File: src/rtl/tank_addr_latch_r1_up.sv
`default_nettype none
// +----------------------------------------------------------------------------+
// | Module   : tank_addr_latch_r1_up                                           |
// | Purpose  : Serial order-word capture of f7/f8 into dual-rail pairs for the  |
// |            r1 upper-bank tank decoder, plus one-minor-cycle t_in/t_out.     |
// | Option   : TANK_R1_UP_BANK_QUALIFY_EN adds a bank-select check + bank_miss. |
// | Revision : 1.0  initial release                                            |
// +----------------------------------------------------------------------------+
module tank_addr_latch_r1_up #(
  parameter int DIGITS = 18,
  parameter int F7_POS = 7,
  parameter int F8_POS = 8
`ifdef TANK_R1_UP_BANK_QUALIFY_EN
  ,
  parameter int   BANK_POS   = 9,
  parameter logic BANK_VALUE = 1'b1
`endif
) (
  input  logic clk,
  input  logic rst_n,
  input  logic dp_sync,
  input  logic order_bit,
  input  logic start,
  input  logic dir,
  output logic r1_up_f7_pos,
  output logic r1_up_f7_neg,
  output logic r1_up_f8_pos,
  output logic r1_up_f8_neg,
  output logic r1_up_t_in,
  output logic r1_up_t_out,
  output logic busy,
  output logic done,
  output logic sync_err
`ifdef TANK_R1_UP_BANK_QUALIFY_EN
  ,
  output logic bank_miss
`endif
);

  localparam int              CW     = (DIGITS > 1) ? $clog2(DIGITS) : 1;
  localparam logic [CW-1:0]   C_LAST = CW'(DIGITS - 1);
  localparam logic [CW-1:0]   C_F7   = CW'(F7_POS);
  localparam logic [CW-1:0]   C_F8   = CW'(F8_POS);

  typedef enum logic [2:0] {
    S_IDLE    = 3'd0,
    S_ARM     = 3'd1,
    S_CAPTURE = 3'd2,
    S_WAIT    = 3'd3,
    S_XFER    = 3'd4,
    S_DONE    = 3'd5
  } state_t;

  state_t        state_q, state_d;
  logic [CW-1:0] dcnt_q, dcnt_d;
  logic [CW-1:0] xcnt_q, xcnt_d;
  logic [CW-1:0] w_dpos;
  logic          f7_q, f7_d, f8_q, f8_d, dir_q, dir_d;
  logic          w_sample, w_resync, w_sync_err, w_rails, w_xfer;
  logic          f7_pos_q, f7_neg_q, f8_pos_q, f8_neg_q;
  logic          t_in_q, t_out_q, busy_q, done_q, sync_err_q;
`ifdef TANK_R1_UP_BANK_QUALIFY_EN
  localparam logic [CW-1:0]   C_BANK = CW'(BANK_POS);
  logic          bank_q, bank_d, miss_q, w_bank_miss;
`endif

  always_comb begin
    // w_dpos is the digit position of the current cycle; dp_sync forces it to 0.
    w_dpos     = dp_sync ? '0 : dcnt_q;
    dcnt_d     = (w_dpos == C_LAST) ? '0 : w_dpos + 1'b1;
    w_resync   = dp_sync && (dcnt_q != '0);
    state_d    = state_q;
    xcnt_d     = xcnt_q;
    dir_d      = dir_q;
    w_sample   = 1'b0;
    w_sync_err = 1'b0;
    case (state_q)
      S_IDLE: begin
        if (start) begin
          dir_d   = dir;
          state_d = S_ARM;
        end
      end
      S_ARM: begin
        if (dp_sync) begin
          w_sample = 1'b1;
          state_d  = S_CAPTURE;
        end
      end
      S_CAPTURE: begin
        if (w_resync) begin
          w_sync_err = 1'b1;
          state_d    = S_IDLE;
        end else begin
          w_sample = 1'b1;
          if (w_dpos == C_LAST) state_d = S_WAIT;
        end
      end
      S_WAIT: begin
        if (dp_sync) begin
          xcnt_d  = '0;
          state_d = S_XFER;
        end
      end
      S_XFER: begin
        if (xcnt_q == C_LAST) state_d = S_DONE;
        else                  xcnt_d  = xcnt_q + 1'b1;
      end
      S_DONE:  state_d = S_IDLE;
      default: state_d = S_IDLE;
    endcase

    f7_d = (w_sample && (w_dpos == C_F7)) ? order_bit : f7_q;
    f8_d = (w_sample && (w_dpos == C_F8)) ? order_bit : f8_q;

`ifdef TANK_R1_UP_BANK_QUALIFY_EN
    bank_d      = (w_sample && (w_dpos == C_BANK)) ? order_bit : bank_q;
    w_bank_miss = 1'b0;
    if ((state_q == S_CAPTURE) && (state_d == S_WAIT) && (bank_d != BANK_VALUE)) begin
      w_bank_miss = 1'b1;
      state_d     = S_IDLE;
    end
`endif

    w_rails = (state_d == S_WAIT) || (state_d == S_XFER);
    w_xfer  = (state_d == S_XFER);
  end

  // Outputs are registered from the next state so rails and gates change together.
  always_ff @(posedge clk or negedge rst_n) begin
    if (!rst_n) begin
      state_q    <= S_IDLE;
      dcnt_q     <= '0;
      xcnt_q     <= '0;
      f7_q       <= 1'b0;
      f8_q       <= 1'b0;
      dir_q      <= 1'b0;
      f7_pos_q   <= 1'b0;
      f7_neg_q   <= 1'b0;
      f8_pos_q   <= 1'b0;
      f8_neg_q   <= 1'b0;
      t_in_q     <= 1'b0;
      t_out_q    <= 1'b0;
      busy_q     <= 1'b0;
      done_q     <= 1'b0;
      sync_err_q <= 1'b0;
`ifdef TANK_R1_UP_BANK_QUALIFY_EN
      bank_q     <= 1'b0;
      miss_q     <= 1'b0;
`endif
    end else begin
      state_q    <= state_d;
      dcnt_q     <= dcnt_d;
      xcnt_q     <= xcnt_d;
      f7_q       <= f7_d;
      f8_q       <= f8_d;
      dir_q      <= dir_d;
      f7_pos_q   <= w_rails &  f7_d;
      f7_neg_q   <= w_rails & ~f7_d;
      f8_pos_q   <= w_rails &  f8_d;
      f8_neg_q   <= w_rails & ~f8_d;
      t_in_q     <= w_xfer &  dir_d;
      t_out_q    <= w_xfer & ~dir_d;
      busy_q     <= (state_d != S_IDLE);
      done_q     <= (state_d == S_DONE);
      sync_err_q <= w_sync_err;
`ifdef TANK_R1_UP_BANK_QUALIFY_EN
      bank_q     <= bank_d;
      miss_q     <= w_bank_miss;
`endif
    end
  end

  assign r1_up_f7_pos = f7_pos_q;
  assign r1_up_f7_neg = f7_neg_q;
  assign r1_up_f8_pos = f8_pos_q;
  assign r1_up_f8_neg = f8_neg_q;
  assign r1_up_t_in   = t_in_q;
  assign r1_up_t_out  = t_out_q;
  assign busy         = busy_q;
  assign done         = done_q;
  assign sync_err     = sync_err_q;
`ifdef TANK_R1_UP_BANK_QUALIFY_EN
  assign bank_miss    = miss_q;
`endif

endmodule
`default_nettype wire
File: config.mk
export PLATFORM = sky130hd
export DESIGN_NAME = tank_addr_latch_r1_up
export DESIGN_NICKNAME = d
export VERILOG_FILES = /design/src/rtl/tank_addr_latch_r1_up.sv
export SDC_FILE = /design/constraint.sdc
export NUM_CORES = 1
export LEC_CHECK = 0
export CAP_MARGIN = 15
export CORE_MARGIN = 10
export CORE_UTILIZATION = 40
export CTS_CLUSTER_DIAMETER = 120
export DETAILED_ROUTE_END_ITERATION = 7
export PLACE_DENSITY = 0.7
export REMOVE_ABC_BUFFERS = 1
export SLEW_MARGIN = 20
export SYNTH_ARGS = -nofsm -noshare
export SYNTH_HDL_FRONTEND = slang
export SYNTH_SLANG_ARGS = --single-unit
File: constraint.sdc
create_clock -name clk -period 4.11 [get_ports clk]
set_input_delay 0.822 -clock clk [delete_from_list [all_inputs] [get_ports clk]]
set_output_delay 0.822 -clock clk [all_outputs]
set_load 0.02 [all_outputs]
Word-level counts from Yosys, hierarchy flattened --
Cells that the tools add are included.
Storage, ports and cells: register bits after elaboration 25, input port bits 6, logic and storage cells 69
Cells by class: bitwise operators 9, add/subtract/negate cells 2, reductions and logical operators 9, eq/ne operators 13, muxes and demuxes 21
Operator list (number):
- $mux 5 | 4
- $mux 3 | 6
- $pmux 3 s5 | 1
- $add 5x1->5 const B | 2
- $eq 5x5->1 const B | 2
- $pmux 5 s2 | 1
- $eq 3x2->1 const B | 3
- $eq 3x3->1 const B | 3
- $mux 1 | 8
- $and 1x1->1 | 6
- $eq 5x3->1 const B | 1
- $eq 5x4->1 const B | 1
- $reduce_bool 5->1 | 1
- $ne 2x2->1 const B | 2
- $eq 3x1->1 const B | 1
- $logic_and 1x1->1 | 3
- $logic_not 3->1 | 1
- $not 1->1 | 3
- $reduce_and 3->1 | 1
- $reduce_bool 3->1 | 1
- $pmux 1 s2 | 1
- $reduce_bool 2->1 | 1
- $logic_or 1x1->1 | 1

Logic depth before layout (Yosys ltp) --
depth in word-level cells 8, mapped depth 8

Worst setup path before layout --
No wires, ideal clock.
kind input to register, start input port dp_sync, end register busy_q (netlist: busy), arrival time 2.507 ns, required time 4.020 ns, stages on the path 7, slack 1.513 ns, path buffers 1, cells stage by stage clkbuf_1 nand2b_1 ha_1 or4bb_2 nor3_1 nor3b_1 o221ai_1
Between the ends: cells in the longest elaborated chain, start to end 6, elaborated cells between the ends (all ways) 9, classes of those cells 1 x eq/ne; 6 x mux; 2 x reduce/logical
RTL lines:
- from (decl) | line 21 | input logic dp_sync,
- $mux 5 | line 69 | w_dpos = dp_sync ? '0 : dcnt_q;
- $eq 5x5->1 | line 96 | if (w_dpos == C_LAST) state_d = S_WAIT;
- $mux 3 | line 96
- $mux 3 | line 91 | if (w_resync) begin
- $pmux 3 s5 (*) | line 77 | case (state_q)
- $reduce_bool 3->1 (*) | line 164 | busy_q <= (state_d != S_IDLE);
- to (signal assigned) | line 164
- to (decl) | line 61 | logic t_in_q, t_out_q, busy_q, done_q, sync_err_q;
Every way passes the cells marked *; elsewhere a longest branch is shown, timed or not. A chain may end at the register's enable or synchronous reset.

Worst setup path in the final report --
Same ends and word-level chain as after synthesis.

==> metrics.md <==
| Metric | Value |
|---|---|
| Syn. warnings | 0 |
| Clk slew on worst S/H paths | 0.13 ns |
| Biggest regs | dcnt_q (5), xcnt_q (5), state_q (3) |
| Cts repair resizes | 0 |
| Synth top area cells | dfrtp_1 53%, ha_1 5.3%, inv_1 3.5%, nor3_1 3.0%, nor2_1 2.9% |
| Max VDD drop | 0.379 mV |
| Detailed-route DRC error count | 0 |
| Fin area | 0.00137 mm² |
| Reg2reg setup slack | 1.98 ns |
| Worst slew pin tran | 0.621 ns |
| Asr flop ratio synth | 100% |
| Initial Utilization | 42.4% |
| Final setup vio count | 0 |
| Synth area leader | dfrtp_1 |
| Max H-tree Level | 1 |
| Synthesized flop and latch total | 25 |
| RSZ-0062 raised after global routing | no |
| Max cap viols | 0 |
| Xor/xnor share of the synthesized area | 2.97% |
| Final HPWL DP | 1710 µm |
| R2R depth | 7 |
| Adder-Cell Fraction of Synth Area | about 5.3% |
| Worst EP arrival | 3.27 ns |
| Antenna-violating nets left | 0 |
| Final clock skew | 0.00442 ns |
| TritonCTS clock tree | done |
| Vias in the first global route | roughly 920 |
| Slew headroom | 58.5% |
| Die ar. | 0.00552 mm² |
| Final hold violation count | 0 |
| Synth cell types | 40 |
| Power Density | 548 mW/mm² |
| Die Wd | ~74 µm |
| Final estimated routing congestion in global placement | approximately 0.86 |
| Sequential cell area fraction in the yosys report | 53.1% |
| GRT Total Usage | 9.21% |
| Placed cell count | 154 |
| Mux share of post-synthesis cell area | 2.65% |
| Drt via density | ~5.3 |
| CP endpoint kind | flop |
| Yosys top cell area share | 53.1% |
| Postcts setup bufs | 0 |
| Skew-Pair Late Insertion Delay | 0.31 ns |
| Largest net degree at the start of global routing | 26 |
| Final std cells w/o fill | around 160 |
| Leakage | 0.651 nW |
| Total CTS buffers | 3 |
| Grt total ovfl | 0 |
| Final Max Tran Viols | 0 |
| F_max | 329 MHz |
| Status | complete, no violations |
| Via count | 842 |
| Number of antenna violations at the first check in global routing | 0 |
| Rows | 19 |
| Io pins | 15 |
| Drt initial violations | 41 |
| Post-Route WL | 2310 µm |
| CP Max Fanout | 15 |
| Tmin final | 3.04 ns |
| Layout cells sized above 1 | between 7 and 8% |
| Final-layout fill cell count | 261 |
| Ys flop type | dfrtp_1 |
| Core Area | 0.00278 mm² |
| Pre-antenna DRT Iters | 4 |
| Mapped Cells | 111 |
| Drt wl/cell | 14.6 µm |
| Area post-placement | 0.00135 mm² |
| Clock Sinks | 25 |
| Avg Cell Area, Syn | 10.6 µm² |
| Post-synth EDFFs | 0 |
| Setup TNS | 0 ns |
| Synth Area in Simple Gates | 22.1% |
| Nets | 139 |
| Total power | between 700 and 800 µW |
| Worst flop-to-flop path startpoint | dcnt_q[0] |
| Tightest Hold Check Type | in2async |
| Crit start category | primary input |
| Die height | 74.3 µm |
| Diodes inserted | 0 |
| Post-Syn Area | 0.00118 mm² |
| Reg2reg end | busy |
| Tcrit/Tclk final | 73.9% |
| Required time of the worst setup path | between 4 and 5 ns |
| WS Path Type | in2reg |
| Largest family of logic cells by synthesized area | simple AND/OR/NAND/NOR gates |
| Area Growth Syn to Fin | 16.2% |
| First-pass GRT wire length | 4080 µm |
| Port-buffer cells | 14 |
| Hold_buf cts | 0 |
| Compound-cell area share of the yosys netlist | 9.66% |
| CTS Root Cell | clkbuf_4 |
| Max Root-Sink Buffers | 2 |
[cell families after synthesis]
family	Yosys count
muxes	3
and+or+nand+nor	44
DFF	25
xor gates and xnor gates	4
buffers and inverters	13
adders and majority gates	5
AOI/OAI and AO/OA	17
[area by class of cell]
type / count / area, µm² / area share [%]
well taps: 31 / 38.8 / 2.83
clock buffers: 4 / 26.3 / 1.92
repair buffers: 14 / 135 / 9.86
inverters: 11 / 41.3 / 3.01
flip-flops and latches: 25 / 626 / 45.7
multi-input cells: 73 / 503 / 36.7
[power by group]
part | leakage (nW) | switching, mW | internal, mW | total (mW)
Combinational | 0.308 | 0.151 | 0.125 | 0.276
Clock | 0.0150 | 0.0695 | 0.0379 | 0.107
Sequential | 0.329 | 0.0578 | 0.310 | 0.368
Total | 0.651 | 0.278 | 0.473 | 0.751
[Yosys cell counts, types with 2 or more instances]
cell type,instances
xor2_1,3
nor3_1,7
inv_1,11
nand2b_1,3
o21ai_0,4
nor3b_1,2
nand2_1,5
nand4_1,3
nor2_1,9
nand3_1,2
mux2i_1,2
dfrtp_1,25
a21oi_1,4
ha_1,5
[critical path, stage by stage]
cell,delay [ns]
clkdlybuf4s50_1,0.65
nand2b_1,0.28
inv_1,0.09
ha_1,0.19
or4bb_2,0.66
nor3_1,0.23
nor3b_1,0.15
o221ai_1,0.20
[metal layers]
layer  wire (µm)  part of all wire [%]  vias to the layer above  track usage [%]
li1            -                     -                      421                -
met1        1030                    44                      403             10.2
met2        1110                    48                       16             15.6
met3         155                   6.7                        2             3.99
met4          20                  0.87                        0             2.85
met5           0                     0                        -                0
[cell usage in the layout (no fill, tap or decap), types with 2 or more instances in the layout]
master and n:
a21oi_1 4, clkbuf_4 3, clkdlybuf4s50_1 13, dfrtp_1 25, ha_1 5, inv_1 11
mux2i_1 2, nand2_1 5, nand2b_1 3, nand3_1 2, nand4_1 3, nor2_1 9
nor3_1 7, nor3b_1 2, o21ai_0 4, xor2_1 3
[metrics by stage]
stage          utilization (%)  hold slack, ns  setup slack [ns]
2_1_floorplan                -           0.471              1.72
3_3_place_gp              48.5           0.496             0.878
3_5_place_dp              48.5           0.498             0.776
4_1_cts                   49.4           0.529              1.10
5_1_grt                   49.3           0.496             0.878
6_report                  49.3           0.468              1.07
[how the worst max path moves through the flow]
| stage | depth (start not counted) | to | from | slack [ns] |
|---|---|---|---|---|
| 2_1_floorplan | 7 | busy | dp_sync | 1.72 |
| 3_3_place_gp | 8 | r1_up_f8_pos | dp_sync | 0.88 |
| 3_5_place_dp | 8 | busy | dp_sync | 0.78 |
| 4_1_cts | 8 | busy | dp_sync | 1.10 |
| 5_1_grt | 8 | r1_up_f7_pos | dp_sync | 0.88 |
| 6_report | 8 | busy | dp_sync | 1.07 |
Note: power is estimated with default switching activity, not from simulation.
